[src/rtl/ram_wr_pkg.sv]
// ----------------------------------------------------------------------------
// ram_wr_pkg
// Shared definitions for the RAM write-side controller.
//   - wr_state_t : controller FSM states (IDLE, WRITE, DONE)
//   - DEF_DATA_W : default stream / RAM data width
//   - DEF_ADDR_W : default RAM address width (depth = 2^ADDR_W)
//   - clamp_len  : limits a requested frame length to the RAM depth
// ----------------------------------------------------------------------------
package ram_wr_pkg;

    typedef enum logic [1:0] {
        ST_IDLE  = 2'd0,
        ST_WRITE = 2'd1,
        ST_DONE  = 2'd2
    } wr_state_t;

    localparam int DEF_DATA_W = 8;
    localparam int DEF_ADDR_W = 4;

    // Returns min(len_v, 2^addr_w). A frame can never be longer than the
    // RAM, otherwise it would overwrite its own first words.
    function automatic logic [31:0] clamp_len(input logic [31:0] len_v,
                                              input int unsigned addr_w);
        logic [31:0] depth_v;
        depth_v = 32'd1 << addr_w;
        if (len_v > depth_v) begin
            return depth_v;
        end else begin
            return len_v;
        end
    endfunction

endpackage : ram_wr_pkg

[src/rtl/ram_wr_ctrl.sv]
// ----------------------------------------------------------------------------
// ram_wr_ctrl
// Write-side controller placed directly upstream of dp_ram. Accepts a
// valid/ready word stream and packs one frame of 1..2^ADDR_W words into
// consecutive RAM addresses, driving the RAM write port from registers.
//
// Parameters
//   DATA_W   stream and RAM data width
//   ADDR_W   RAM address width (depth = 2^ADDR_W)
//
// Ports
//   w_clk    in   write clock (same clock as dp_ram.w_clk)
//   w_rst    in   asynchronous active-high reset
//   start    in   one-cycle frame request, only looked at in IDLE
//   len      in   frame length in words, sampled with start (0 = empty frame)
//   in_valid in   upstream word valid
//   in_data  in   upstream word
//   in_ready out  controller accepts a word this cycle (registered)
//   w_en     out  RAM write enable
//   w_addr   out  RAM write address
//   w_data   out  RAM write data
//   busy     out  frame in progress (cycle after start through DONE)
//   done     out  one-cycle pulse coinciding with the final write of a frame
//
// Build option
//   RAM_WR_CIRC_EN  when defined, each frame starts right after the last
//                   address written by the previous frame (circular buffer);
//                   otherwise every frame starts at address 0.
// ----------------------------------------------------------------------------
module ram_wr_ctrl
    import ram_wr_pkg::*;
#(
    parameter int DATA_W = DEF_DATA_W,
    parameter int ADDR_W = DEF_ADDR_W
) (
    input  logic              w_clk,
    input  logic              w_rst,
    input  logic              start,
    input  logic [ADDR_W:0]   len,
    input  logic              in_valid,
    input  logic [DATA_W-1:0] in_data,
    output logic              in_ready,
    output logic              w_en,
    output logic [ADDR_W-1:0] w_addr,
    output logic [DATA_W-1:0] w_data,
    output logic              busy,
    output logic              done
);

    wr_state_t         state_r;
    logic [ADDR_W:0]   len_r;        // clamped frame length
    logic [ADDR_W:0]   cnt_r;        // words accepted so far in this frame
    logic [ADDR_W-1:0] addr_r;       // address for the next accepted word
    logic [ADDR_W-1:0] start_addr_r; // first address of the next frame

    logic              hs_s;         // stream handshake this cycle
    logic              last_word_s;  // handshake carries the final word

    assign hs_s        = in_valid & in_ready;
    assign last_word_s = (cnt_r == (len_r - (ADDR_W+1)'(1)));

    // Controller FSM together with all output and bookkeeping registers.
    // in_ready, busy and done are loaded from the next-state decision so
    // they are pure registered state decodes.
    always_ff @(posedge w_clk or posedge w_rst) begin
        if (w_rst) begin
            state_r      <= ST_IDLE;
            len_r        <= '0;
            cnt_r        <= '0;
            addr_r       <= '0;
            start_addr_r <= '0;
            in_ready     <= 1'b0;
            w_en         <= 1'b0;
            w_addr       <= '0;
            w_data       <= '0;
            busy         <= 1'b0;
            done         <= 1'b0;
        end else begin
            // A write strobe lasts one cycle unless a new handshake re-arms it;
            // w_addr / w_data keep their last values between writes.
            w_en <= 1'b0;
            case (state_r)
                ST_IDLE: begin
                    if (start) begin
                        busy   <= 1'b1;
                        addr_r <= start_addr_r;
                        cnt_r  <= '0;
                        if (len != '0) begin
                            len_r    <= (ADDR_W+1)'(clamp_len(32'(len), ADDR_W));
                            in_ready <= 1'b1;
                            state_r  <= ST_WRITE;
                        end else begin
                            // Empty frame: report completion without writing.
                            len_r   <= '0;
                            done    <= 1'b1;
                            state_r <= ST_DONE;
                        end
                    end else begin
                        state_r <= ST_IDLE;
                    end
                end

                ST_WRITE: begin
                    if (hs_s) begin
                        w_en   <= 1'b1;
                        w_addr <= addr_r;
                        w_data <= in_data;
                        addr_r <= addr_r + ADDR_W'(1); // wraps at 2^ADDR_W
                        cnt_r  <= cnt_r + (ADDR_W+1)'(1);
                        if (last_word_s) begin
                            in_ready <= 1'b0;
                            done     <= 1'b1;
                            state_r  <= ST_DONE;
                        end else begin
                            state_r <= ST_WRITE;
                        end
                    end else begin
                        state_r <= ST_WRITE;
                    end
                end

                ST_DONE: begin
                    done    <= 1'b0;
                    busy    <= 1'b0;
                    state_r <= ST_IDLE;
`ifdef RAM_WR_CIRC_EN
                    // addr_r already points one past the last written word.
                    start_addr_r <= addr_r;
`else
                    start_addr_r <= '0;
`endif
                end

                default: begin
                    state_r  <= ST_IDLE;
                    in_ready <= 1'b0;
                    busy     <= 1'b0;
                    done     <= 1'b0;
                end
            endcase
        end
    end

endmodule : ram_wr_ctrl
[config.mk]
export PLATFORM = sky130hd
export DESIGN_NAME = ram_wr_ctrl
export DESIGN_NICKNAME = d
export VERILOG_FILES = /design/src/rtl/ram_wr_pkg.sv /design/src/rtl/ram_wr_ctrl.sv
export SDC_FILE = /design/constraint.sdc
export NUM_CORES = 1
export LEC_CHECK = 0
export BUFFER_PORTS_ARGS = -buffer_cell sky130_fd_sc_hd__buf_2
export CAP_MARGIN = 20
export CORE_MARGIN = 8
export CORE_UTILIZATION = 53
export DETAILED_ROUTE_END_ITERATION = 10
export GPL_TIMING_DRIVEN = 0
export PLACE_DENSITY = 0.81
export RECOVER_POWER = 100
export REMOVE_ABC_BUFFERS = 1
export SYNTH_ARGS = -nofsm -noshare
export SYNTH_HDL_FRONTEND = slang
export SYNTH_SLANG_ARGS = --single-unit
[constraint.sdc]
create_clock -name w_clk -period 1.85 [get_ports w_clk]
set_input_delay 0.0925 -clock w_clk [delete_from_list [all_inputs] [get_ports w_clk]]
set_output_delay 0.0925 -clock w_clk [all_outputs]
set_load 0.02 [all_outputs]
### After elaboration in Yosys (flattened, before gate mapping)

Index checks and enable logic that the tools add are counted.

* bits of input ports: 17
* flip-flop bits (word level): 32
* word-level logic and storage cells: 61
* output and inout bits: 16

* reduce and logical (&&, ||, !) cells: 9
* order comparisons: 1
* equality and inequality tests: 8
* bitwise operators: 3
* add/sub/neg operators: 3
* mux-type cells: 27

Operator list (count)
* $mux 5: 4
* $mux 1: 11
* $ne 2x2->1 const B: 5
* $pmux 5 s2: 1
* $mux 2: 4
* $mux 4: 2
* $pmux 4 s2: 1
* $reduce_and 2->1: 3
* $add 5x1->5 const B: 1
* $eq 5x5->1: 1
* $gt 5x5->1 const B: 1
* $reduce_and 5->1: 1
* $reduce_bool 5->1: 1
* $sub 5x1->5 const B: 1
* $add 4x1->4 const B: 1
* $pmux 1 s2: 2
* $pmux 2 s2: 1
* $reduce_and 4->1: 1
* $pmux 1 s3: 1
* $reduce_and 3->1: 1
* $eq 2x1->1 const B: 1
* $eq 2x2->1 const B: 1
* $logic_not 2->1: 1
* $not 1->1: 2
* 2 further kinds: 2

### Logic depth before layout (Yosys ltp)

Gate-level depths: netlist (run 1).

* depth in word-level cells: 5
* mapped depth: 8
* gate-level depth less buffers: 7

### Least setup slack after synthesis (run 1)

Ideal clock, no wire load.

* path kind: reg2reg
* from: register len_r[0]
* to: register done
* setup time: 0.063 ns
* clock period less this slack: 1.579 ns
* arrival time: 1.516 ns
* stages on the path, launching flop included: 7
* path buffers: 0
* setup slack: 0.271 ns
* data required time: 1.787 ns
* cell sequence: dfrtp_1 -> inv_1 -> ha_1 -> xnor2_1 -> or3_1 -> nor4_1 -> a21bo_2

* longest elaborated chain between the ends: 4

Ends and longest elaborated chain
* start, declared: RTL line ram_wr_ctrl.sv:51 `logic [ADDR_W:0] len_r;`
* start signal, assigned: RTL line ram_wr_ctrl.sv:89 `len_r <= (ADDR_W+1)'(clamp_len(32'(len), ADDR_W));`
* $sub 5x1->5: RTL line ram_wr_ctrl.sv:60 `assign last_word_s = (cnt_r == (len_r - (ADDR_W+1)'(1)));`
* $eq 5x5->1: RTL line ram_wr_ctrl.sv:60
* $ne 2x2->1 (no line)
* $reduce_and 4->1 (no line)
* end signal, assigned: RTL line ram_wr_ctrl.sv:77 `done <= 1'b0;`
* end signal, assigned: RTL line ram_wr_ctrl.sv:95 `done <= 1'b1;`
* end signal, assigned: RTL line ram_wr_ctrl.sv:112 `done <= 1'b1;`
* end, declared: RTL line ram_wr_ctrl.sv:47 `output logic done`

Every way passes these cells.
A chain may end at the register's enable or synchronous reset.

### Worst setup path after layout (run 1)

Same ends and word-level chain as after synthesis.

==> results of run 1 <==
state kept, by name, indices dropped and copies added, names as in the netlist, 2 cells and up:
name / cells
addr_r: 4
cnt_r: 5
len_r: 5
state_r: 2
w_addr: 4
w_data: 8
per-layer routing:
layer / vias up / wire length [um] / track usage
met5: - / 0 / 0
met4: 0 / 33 / 0.0729
li1: 557 / - / -
met3: 4 / 212 / 0.0601
met1: 565 / 1310 / 0.141
met2: 31 / 1730 / 0.242
final cells by class:
class,instances,area share
Multi-Input combinational cell,90,0.357
Tap cell,31,0.0213
Clock buffer,8,0.0323
Inverter,8,0.0172
Sequential cell,32,0.439
Timing Repair Buffer,42,0.133
cells by family (layout without fill, tap and decap cells):
logic type / after synthesis / after routing / synth area share
and+or+nand+nor: 45 / 45 / 0.159
DFF: 32 / 32 / 0.535
AOI/OAI and AO/OA: 19 / 19 / 0.0844
buffers and inverters: 13 / 58 / 0.0426
muxes: 12 / 12 / 0.0902
xor gates and xnor gates: 11 / 11 / 0.0643
adders and majority gates: 3 / 3 / 0.0251
through the flow:
step / setup TNS (ps) / util / std cells
after global placement: -4020 / 0.614 / 193
after floorplan: -62.7 / - / 130
after CTS: 0 / 0.677 / 210
after detailed placement: 0 / 0.626 / 194
final: 0 / 0.673 / 211
after global routing: -6.99 / 0.673 / 211
worst reg2reg max path: cells and delay by family, from the launching register on:
family          cells  cell delay [ps]
compound gates      1              160
xor+xnor            1              120
fa+ha+maj           1              310
buf+inv             1               70
flops               1              390
simple gates        2              600
worst min path at each step:
stage	startpoint	endpoint	slack, ps	cells after the start
finish	in_data[1]	w_data[1]$_DFFE_PP0P_	10	2
global route	in_data[1]	w_data[1]$_DFFE_PP0P_	0.2	2
CTS	in_data[1]	w_data[1]$_DFFE_PP0P_	0.03	2
detailed placement	w_rst	w_en$_DFF_PP0_	170	2
global placement	in_data[4]	w_data[4]$_DFFE_PP0P_	320	2
floorplan	w_rst	addr_r[0]$_DFFE_PP0P_	210	1
power breakdown:
group / switching (mW) / internal, mW
logic: 0.849 / 0.620
clock network: 0.222 / 0.187
registers: 0.286 / 1.02
cells in the mapped netlist, types with 2 or more instances:
master,n,share of area
nor2_1,6,0.015
a21oi_1,2,0.0067
xnor2_1,4,0.023
dfrtp_1,32,0.53
xor2_1,7,0.041
buf_2,3,0.010
nor4_1,2,0.0084
or3_1,2,0.0084
nor3b_1,3,0.015
inv_1,6,0.015
nand2_1,11,0.028
nand4_1,4,0.017
ha_1,3,0.025
inv_2,2,0.0050
nor2_2,4,0.017
o21ai_0,8,0.027
nand3_1,7,0.023
mux2_2,12,0.090
timing repair:
action                                  CTS  global route
hold endpoints to repair                 19             1
hold buffers                              8             1
resized for setup                         0             3
endpoints found under the setup margin    0             6
==> results_dict.tcl, run 1 <==
set metrics [dict create \
    outcome "finished, final reports clean" \
    synth_edf_count 0 \
    timing.fmax_mhz 590 \
    hold_viol_final 0 \
    crit_type "register to register" \
    pre_cts_slack_ps 57.4 \
    cp_data_required_time_ps 2130 \
    final_area_um2 1820 \
    cts_buffer_depth 2 \
    hpwl_mm 2.41 \
    postSynthCellCount 135 \
    seq_area_frac_synth 0.535 \
    layout_min_cycle_time_ps 1700 \
    clockRootBuffer "clkbuf_4" \
    final_common_cell "dfrtp_1" \
    cts_buffers 5 \
    drv_cap 0 \
    start_util 0.553 \
    drc 0 \
    rr_worst_depth 6 \
    syn_to_final_growth_pct 21.7 \
    fin_crit_sh 0.917 \
    layout_common_cells "dfrtp_1 (32), clkbuf_1 (18), buf_2 (16)" \
    endpoint_kind "register" \
    worst_r2r_endpoint "done$_DFFE_PP0P_" \
    leakage_nw 0.823 \
    synth_warnings 0 \
    cp_max_fo 3 \
    crit_chain "inv_1, ha_1, xnor2_1, or3_1, nor4_2, a21bo_2" \
    antenna_left 0 \
    placementRows 19 \
    htreeDepth 2 \
    port_buffers 32 \
    crit_end "done$_DFFE_PP0P_" \
    fillers 230 \
    reg2reg_from "len_r[0]$_DFFE_PP0P_" \
    multi_input_area_um2 651 \
    power_density_nw_per_um2 1750 \
    path_buf_inv 1 \
    fin_nets 199 \
    clk_pin_slew_ps 100 \
    drive_gt1_frac 0.244 \
    grt_max_degree 21 \
    async_flop_share 1.00 \
    drv_slew 0 \
    grt_pass1_vias 1247 \
    final-setup-viol-count 0 \
    wirelength_mm 3.29 \
    cts_setup_buffers 0 \
    cpMaxStageDelayCell "dfrtp_1" \
    clock_latency_ps 330 \
    grt_pass1_wl_mm 5.51 \
    cts_tree "done" \
    critPathLaunch "len_r[0]$_DFFE_PP0P_" \
    route.vias.total 1157 \
    postLayoutSetupSlackWorst_ps 154 \
    synth_seq_cells 32 \
    path_delay_family "simple AND/OR/NAND/NOR gates" \
    routedWlPerCell_um 15.6 \
    cp-start-kind "register" \
    synth.avg_cell_area_um2 11.1 \
    seq_area_um2 801 \
    grt_antenna_before_repair 0 \
    tightest_slew_ps 916 \
    drt-initial-drc-count 124 \
    slew_headroom 0.388 \
    dr.pass1.iters 4 \
    ios 33 \
    grt.total_usage 0.141 \
    report.power.total_mw 3.19 \
    cp_data_arrival_time_ps 1980 \
    die_h_um 69.2 \
    reg2reg_slack_ps 150 \
    slowest_delay_ps 390 \
    gp_congestion 0.769 \
    via_per_inst 5.48 \
    antenna_cells 0 \
    cts_sinks 32 \
    hold-worst-slack_ps 13.3 \
    die_w_um 69.2 \
    synth_cell_types 35 \
    hold_class "input pin to register" \
    dieArea_um2 4780 \
    coreArea_um2 2710 \
    vdd_drop_max_mv 1.25 \
    ys.flop_type "dfrtp_1" \
    fin_skew_ps 12.3 \
    grt_overflow 0 \
    placed_area_um2 1700 \
    cp.depth 6 \
    netlist_area_um2 1500 \
]
Note: power is estimated with default switching activity, not from simulation.
==> inputs of run 2 (changes only) <==
--- a/config.mk
+++ b/config.mk
@@ -11,7 +11,7 @@
 export CORE_UTILIZATION = 53
 export DETAILED_ROUTE_END_ITERATION = 10
 export GPL_TIMING_DRIVEN = 0
-export PLACE_DENSITY = 0.81
+export PLACE_DENSITY_LB_ADDON = 0.1
 export RECOVER_POWER = 100
 export REMOVE_ABC_BUFFERS = 1
 export SYNTH_ARGS = -nofsm -noshare
==> run 2 against run 1 <==
  * Largest power group unchanged
  * Via count down 0.95%
  * Routed wire length down 5.3%
  * Worst setup slack worse by 60 ps
  * Sequential share of layout area down 0.48 points
  * Critical path depth unchanged
  * Highest routed layer unchanged
==> results_dict.tcl, run 2 (synthesis results as in run 1) <==
set metrics [dict create \
    clkPwrFrac 0.141 \
    grt_pass1_vias 1182 \
    place_inst 194 \
    clockRootBuffer "clkbuf_4" \
    crit_type "register to register" \
    drt-initial-drc-count 88 \
    timing.fmax_mhz 569 \
    vdd_drop_max_mv 1.41 \
    drv_slew 0 \
    grt.total_usage 0.133 \
    die_h_um 69.2 \
    gp_congestion 0.769 \
    antenna_left 0 \
    htreeDepth 2 \
    cp_max_fo 3 \
    final-setup-viol-count 0 \
    dr.pass1.iters 4 \
    cp_data_arrival_time_ps 2030 \
    critPathLaunch "len_r[0]$_DFFE_PP0P_" \
    placed_area_um2 1700 \
    endpoint_kind "register" \
    fin_util 0.680 \
    wirelength_mm 3.11 \
    switchingPower_mw 1.32 \
    cp-start-kind "register" \
    route.vias.total 1146 \
    hpwl_mm 2.28 \
    rsz0062_at_grt "false" \
    ios 33 \
    slew_headroom 0.406 \
    reg2reg_from "len_r[0]$_DFFE_PP0P_" \
    grt_pass1_wl_mm 5.28 \
    drc 0 \
    report.power.total_mw 3.17 \
    drive_gt1_frac 0.243 \
    tightest_slew_ps 890 \
    layout_common_cells "dfrtp_1 (32), buf_2 (16), clkbuf_1 (16)" \
    hold_path.startpoint "len[1]" \
    fin_cells 212 \
    largestRegisters "w_data x8, cnt_r x5, len_r x5" \
    via_per_inst 5.41 \
    start_util 0.553 \
    layout_min_cycle_time_ps 1760 \
    grt_max_degree 21 \
    antenna_cells 0 \
    cp_data_required_time_ps 2120 \
    grt_overflow 0 \
    clock_latency_ps 330 \
    drv_cap 0 \
    final_common_cell "dfrtp_1" \
    pwr-share-comb 0.445 \
    routedWlPerCell_um 14.7 \
    die_w_um 69.2 \
    port_buffers 32 \
    cts_sinks 32 \
    coreArea_um2 2710 \
    outcome "finished, final reports clean" \
    seqPwrFrac 0.415 \
    dieArea_um2 4780 \
    clk_pin_slew_ps 100 \
    syn_to_final_growth_pct 23.1 \
    power_density_nw_per_um2 1720 \
    fin_tns_setup_ps 0 \
    largest_reg_flops 8 \
    placementRows 19 \
    final_area_um2 1840 \
    hold_class "input pin to register" \
    leakage_nw 0.835 \
    fin_crit_sh 0.949 \
    fin_nets 201 \
    grt_antenna_before_repair 0 \
    hold_viol_final 0 \
    cts_buffers 5 \
    fin_skew_ps 6.00 \
    p_int_mw 1.85 \
    switching_share 0.416 \
    cts_tree "done" \
    cts_buffer_depth 2 \
    top_register "w_data" \
]
==> run 2: cell count changes in the layout (fill, tap and decap cells not counted), sizes merged <==
cell	change
clkbuf	-1
dlygate4sd3	+2
==> run 2: worst max-delay path: stages (launching register included) <==
cell and delay, ps:
dfrtp_1 400, inv_1 70, ha_1 300, xnor2_1 120, or3_1 340, nor4_1 290, a21bo_2 180
==> run 2: power groups by stage <==
stage	Clock, mW	Combinational, mW	Sequential [mW]
after floorplan	0	0.873	1.47
after global placement	0	1.42	1.28
after detailed placement	0	1.46	1.32
after CTS	0.458	1.48	1.30
after global routing	0.486	1.57	1.36
final	0.447	1.41	1.31
==> run 2: final cells by class <==
| cell class | count | area, um^2 |
|---|---|---|
| tap | 31 | 38.8 |
| fill | 220 | 867 |
| inverter | 8 | 31.3 |
| timing repair buffer | 44 | 263 |
| clock buffer | 7 | 65.1 |
| multi-input combinational | 90 | 644 |
| sequential | 32 | 801 |
==> run 2: path summary, 6_finish.rpt <==
check,slack (ps),end,depth (start not counted)
setup / recovery,90,done$_DFFE_PP0P_,6
hold / removal,20,len_r[1]$_DFFE_PP0P_,3
setup reg to reg,90,done$_DFFE_PP0P_,6
hold reg to reg,490,busy$_DFFE_PP0P_,1
max in group asynchronous,340,w_data[1]$_DFFE_PP0P_,4
min in group asynchronous,310,w_addr[2]$_DFFE_PP0P_,3
==> run 2: through the flow <==
step                      worst slack, ps  hold WS [ps]
after CTS                            70.5          9.83
final                                93.6          24.4
after floorplan                     -48.1           209
after global placement               -567           324
after global routing                 8.57          21.8
after detailed placement             95.7           178
==> run 2: metal layers <==
| layer | share of wire | track usage |
|---|---|---|
| met1 | 0.44 | 0.146 |
| met2 | 0.49 | 0.219 |
| met3 | 0.055 | 0.0572 |
| met4 | 0.0090 | 0.0547 |
| met5 | 0 | 0 |
==> run 2: timing repair <==
item,in CTS,in global routing
setup endpoints to repair,0,5
hold buffers,11,0
buffers inserted,0,0
gates resized for setup,0,2
endpoints found under the hold margin,22,0
